### src/rtl/kmap_bist_pkg.sv
// Shared types and constants for the K-map BIST checker.
package kmap_bist_pkg;

  localparam logic [15:0] KMAP_SOP_TRUTH = 16'hE3AA;  // F = QS + P'R'S + PQR + P'RS + PQ'R'
  localparam int unsigned IDX_W = 4;
  localparam int unsigned ERR_W = 5;

  typedef enum logic [1:0] {
    StIdle   = 2'd0,
    StSettle = 2'd1,
    StSample = 2'd2,
    StDone   = 2'd3
  } bist_state_e;

endpackage

### src/rtl/kmap_vector_counter.sv
// Settle timer plus 4-bit vector index; the index doubles as the registered DUT stimulus.
module kmap_vector_counter
  import kmap_bist_pkg::*;
#(
  parameter int unsigned SETTLE_CYCLES = 2
) (
  input  logic             clk,
  input  logic             rst,
  input  logic             clear,
  input  logic             settle_en,
  input  logic             advance,
  output logic [IDX_W-1:0] idx,
  output logic             settle_done,
  output logic             last
);

  localparam logic [3:0] TimerLast = 4'(SETTLE_CYCLES - 1);

  logic [3:0]       timer_q;
  logic [IDX_W-1:0] idx_q;

  assign settle_done = settle_en && (timer_q == TimerLast);
  assign last        = (idx_q == '1);
  assign idx         = idx_q;

  always_ff @(posedge clk or posedge rst) begin
    if (rst) begin
      timer_q <= '0;
    end else if (clear || !settle_en || settle_done) begin
      timer_q <= '0;
    end else begin
      timer_q <= timer_q + 4'd1;
    end
  end

  // Index stops at 15; it holds between runs so the DUT inputs stay put.
  always_ff @(posedge clk or posedge rst) begin
    if (rst) begin
      idx_q <= '0;
    end else if (clear) begin
      idx_q <= '0;
    end else if (advance && !last) begin
      idx_q <= idx_q + 1'b1;
    end
  end

endmodule

### config.mk
export PLATFORM = sky130hd
export DESIGN_NAME = kmap_vector_counter
export DESIGN_NICKNAME = d
export VERILOG_FILES = /design/src/rtl/kmap_bist_pkg.sv /design/src/rtl/kmap_vector_counter.sv
export SDC_FILE = /design/constraint.sdc
export NUM_CORES = 1
export LEC_CHECK = 0
export ABC_CLOCK_PERIOD_IN_PS = 3420
export CAP_MARGIN = 20
export CORE_MARGIN = 2
export CORE_UTILIZATION = 32
export DETAILED_ROUTE_END_ITERATION = 10
export PLACE_DENSITY = 0.57
export SYNTH_ARGS = -nofsm -noshare
export SYNTH_HDL_FRONTEND = slang
export SYNTH_SLANG_ARGS = --single-unit
### constraint.sdc
create_clock -name clk -period 3.42 [get_ports clk]
set_input_delay 0.342 -clock clk [delete_from_list [all_inputs] [get_ports clk]]
set_output_delay 0.342 -clock clk [all_outputs]
set_load 0.02 [all_outputs]
==> impl_metrics.toml <==
[setup_path]
critPathArrivalTime_ns = 1.84
critical_path.cell_chain = "inv_1, ha_1, inv_1, nor4b_1, clkdlybuf4s50_1"
crit_buf_inv = 3
critPathMaxFanout = 3
worst_path_max_delay_cell = "clkdlybuf4s50_1"
crit_top_cell = "inv_1"
slowest_delay_ns = 0.67
r2r-start = "idx[0]"
start_kind = "register"
crit_required_ns = 3.08
r2r_end = "idx[0]"
r2r_slack_ns = 1.98
cp-end-kind = "primary output"
r2r_cells = 4
crit_type = "register to primary output"
path_delay_family = "buffers and inverters"

[die]
io_pins = 11
initial_core_util_pct = 33.5
die_area_mm2 = 0.00164
die_h_um = 40.5
core_mm2 = 0.00127
rows = 13
dieWidth_um = 40.5

[route]
drc = 0
vias = 321
wl_per_cell_um = 12.3
drt-initial-drc-count = 4
drt.antenna.violating_nets = 0
drtPass1Iterations = 4
wl_um = 810
viasPerCell = 4.86

[grt]
track_usage_pct = 11.8
grt_pass1_vias = 308
grt_first_pass_wirelength_mm = 1.24
grt_overflow = 0
grt_antenna_before_repair = 0
grt_max_degree = 9

[synth]
yosysMostFrequentCell = "dfrtp_1"
synthesis.area_um2 = 425
synthTopCellsByCount = "dfrtp_1, nor2_1, inv_1"
yosysSeqAreaShare_pct = 47.1
synthArstFlopShare_pct = 100
synth.avg_cell_area_um2 = 11.2
synth_edf_count = 0
synthCells = 38
ys.flop_type = "dfrtp_1"
syn-num-nets = 46
yosysWarnings = 0
yosys.area.top_type = "dfrtp_1"
ys_top_cells_by_area = "dfrtp_1, ha_1, nor2_1"
ys_ff_latch = 8
yosys.cell_types.count = 21
synth_top_area_share_pct = 47.1

[final_layout]
drive_gt1_share_pct = 15.7
nNetsFinal = 61
fillCellCount = 126
area_growth_pct = 33.2
post-route-util_pct = 44.7
antenna-diode-count = 0
finalInstanceArea_um2 = 567
instances_no_fill = 66

[sta]
fin_skew_ns = 0.000325
grt_setup_unrepaired = "false"
relSlewSlack_pct = 76.3
final_max_slew_viol_count = 0
totalNegativeSetupSlack_ns = 0
min_period_ns = 2.18
tightest_slew_ns = 0.356
finalHoldViolations = 0
finalCritPeriodShare_pct = 63.7
fmax_ghz = 0.459
setup_viol = 0

[clock_tree]
htree_levels = 1
numCtsBuffers = 3
ctsResizeCount = 0
post-cts-setup-buffers = 0
hold_buffers = 0
cts.clk_slew.worst_paths_ns = 0.05
clk_latency_ns = 0.25
cts_tree = "done"
cts.sinks = 8
clockRootBuffer = "clkbuf_4"
clockBufferDepth = 2

[pwr]
p_per_area_mw_per_mm2 = 358
peakVddDrop_mv = 0.135
p_total_uw = 203
power.leakage_nw = 0.255

[place]
dp_hpwl_um = 661
port_buffers = 10
place.gp.congestion = 0.668
place_area_um2 = 544
dp.cells = 63

[job]
cap_violations = 0

[run_status]
status = "completed"

[hold_path]
min_path_type = "input port to async pin"
==> cell usage in the layout (no fill, tap or decap), drive strengths merged <==
cell type | netlist | final
o311ai | 1 | 1
mux2i | 1 | 1
nand2 | 2 | 2
nor4b | 1 | 1
xnor2 | 1 | 1
a21oi | 1 | 1
clkbuf | 0 | 3
ha | 3 | 3
nand4 | 1 | 1
o211ai | 1 | 1
mux2 | 1 | 1
nor3 | 1 | 1
and3 | 1 | 1
clkdlybuf4s50 | 0 | 10
and4b | 1 | 1
xor2 | 1 | 1
nor2b | 2 | 2
o31ai | 1 | 1
nand3 | 1 | 1
inv | 4 | 4
nor2 | 5 | 5
dfrtp | 8 | 8
==> final cells by class <==
cell class / instances / area [µm²] / area share, %
timing repair buffer: 10 / 100 / 17.7
tap: 15 / 18.8 / 3.31
clock buffer: 3 / 22.5 / 3.97
sequential: 8 / 200 / 35.3
inverter: 4 / 15.0 / 2.65
multi-input combinational: 26 / 210 / 37.1
==> layer usage <==
| metal | wire length [µm] | global-route usage [%] |
|---|---|---|
| met1 | 382 | 14.8 |
| met2 | 373 | 17.5 |
| met5 | 0 | 0 |
| met3 | 54 | 3.33 |
| met4 | 0 | 7.50 |
==> worst register-to-register path: cells and delay by family, from the launching register on <==
family                   cells  cell delay [ns]
adder cells (fa/ha/maj)      1             0.25
flip-flops                   1             0.42
multiplexers                 1             0.30
AND/OR/NAND/NOR              2             0.35
==> where the power goes <==
group	internal, mW	switching (mW)	leakage (nW)
combinational	0.0156	0.0144	0.132
sequential	0.0982	0.00404	0.109
clock	0.0401	0.0307	0.0138
==> stage by stage <==
stage,setup WS [ns],hold slack (ns)
2_1_floorplan,1.75,0.158
3_3_place_gp,1.37,0.481
3_5_place_dp,1.27,0.495
4_1_cts,1.20,0.345
5_1_grt,1.09,0.375
6_report,1.24,0.336
==> flip-flops by register name, summed over array words and instances, names as in the netlist <==
register,count
timer_q,4
idx,4
==> how the worst max path moves through the flow <==
stage | slack [ns] | startpoint | end | depth (start not counted)
after floorplan | 1.75 | timer_q[1] | settle_done | 4
after global placement | 1.37 | settle_en | settle_done | 3
after detailed placement | 1.27 | settle_en | settle_done | 3
after CTS | 1.20 | timer_q[1] | settle_done | 5
after global routing | 1.09 | timer_q[1] | settle_done | 5
final | 1.24 | timer_q[1] | settle_done | 5
==> cell families after synthesis <==
logic type      synth area share, %
xor+xnor                       4.12
fa+ha+maj                      8.82
buf+inv                        3.53
compound gates                 8.53
flops                          47.1
mux                            5.88
simple gates                   22.1
No activity file was read; power rests on OpenSTA's default activity.
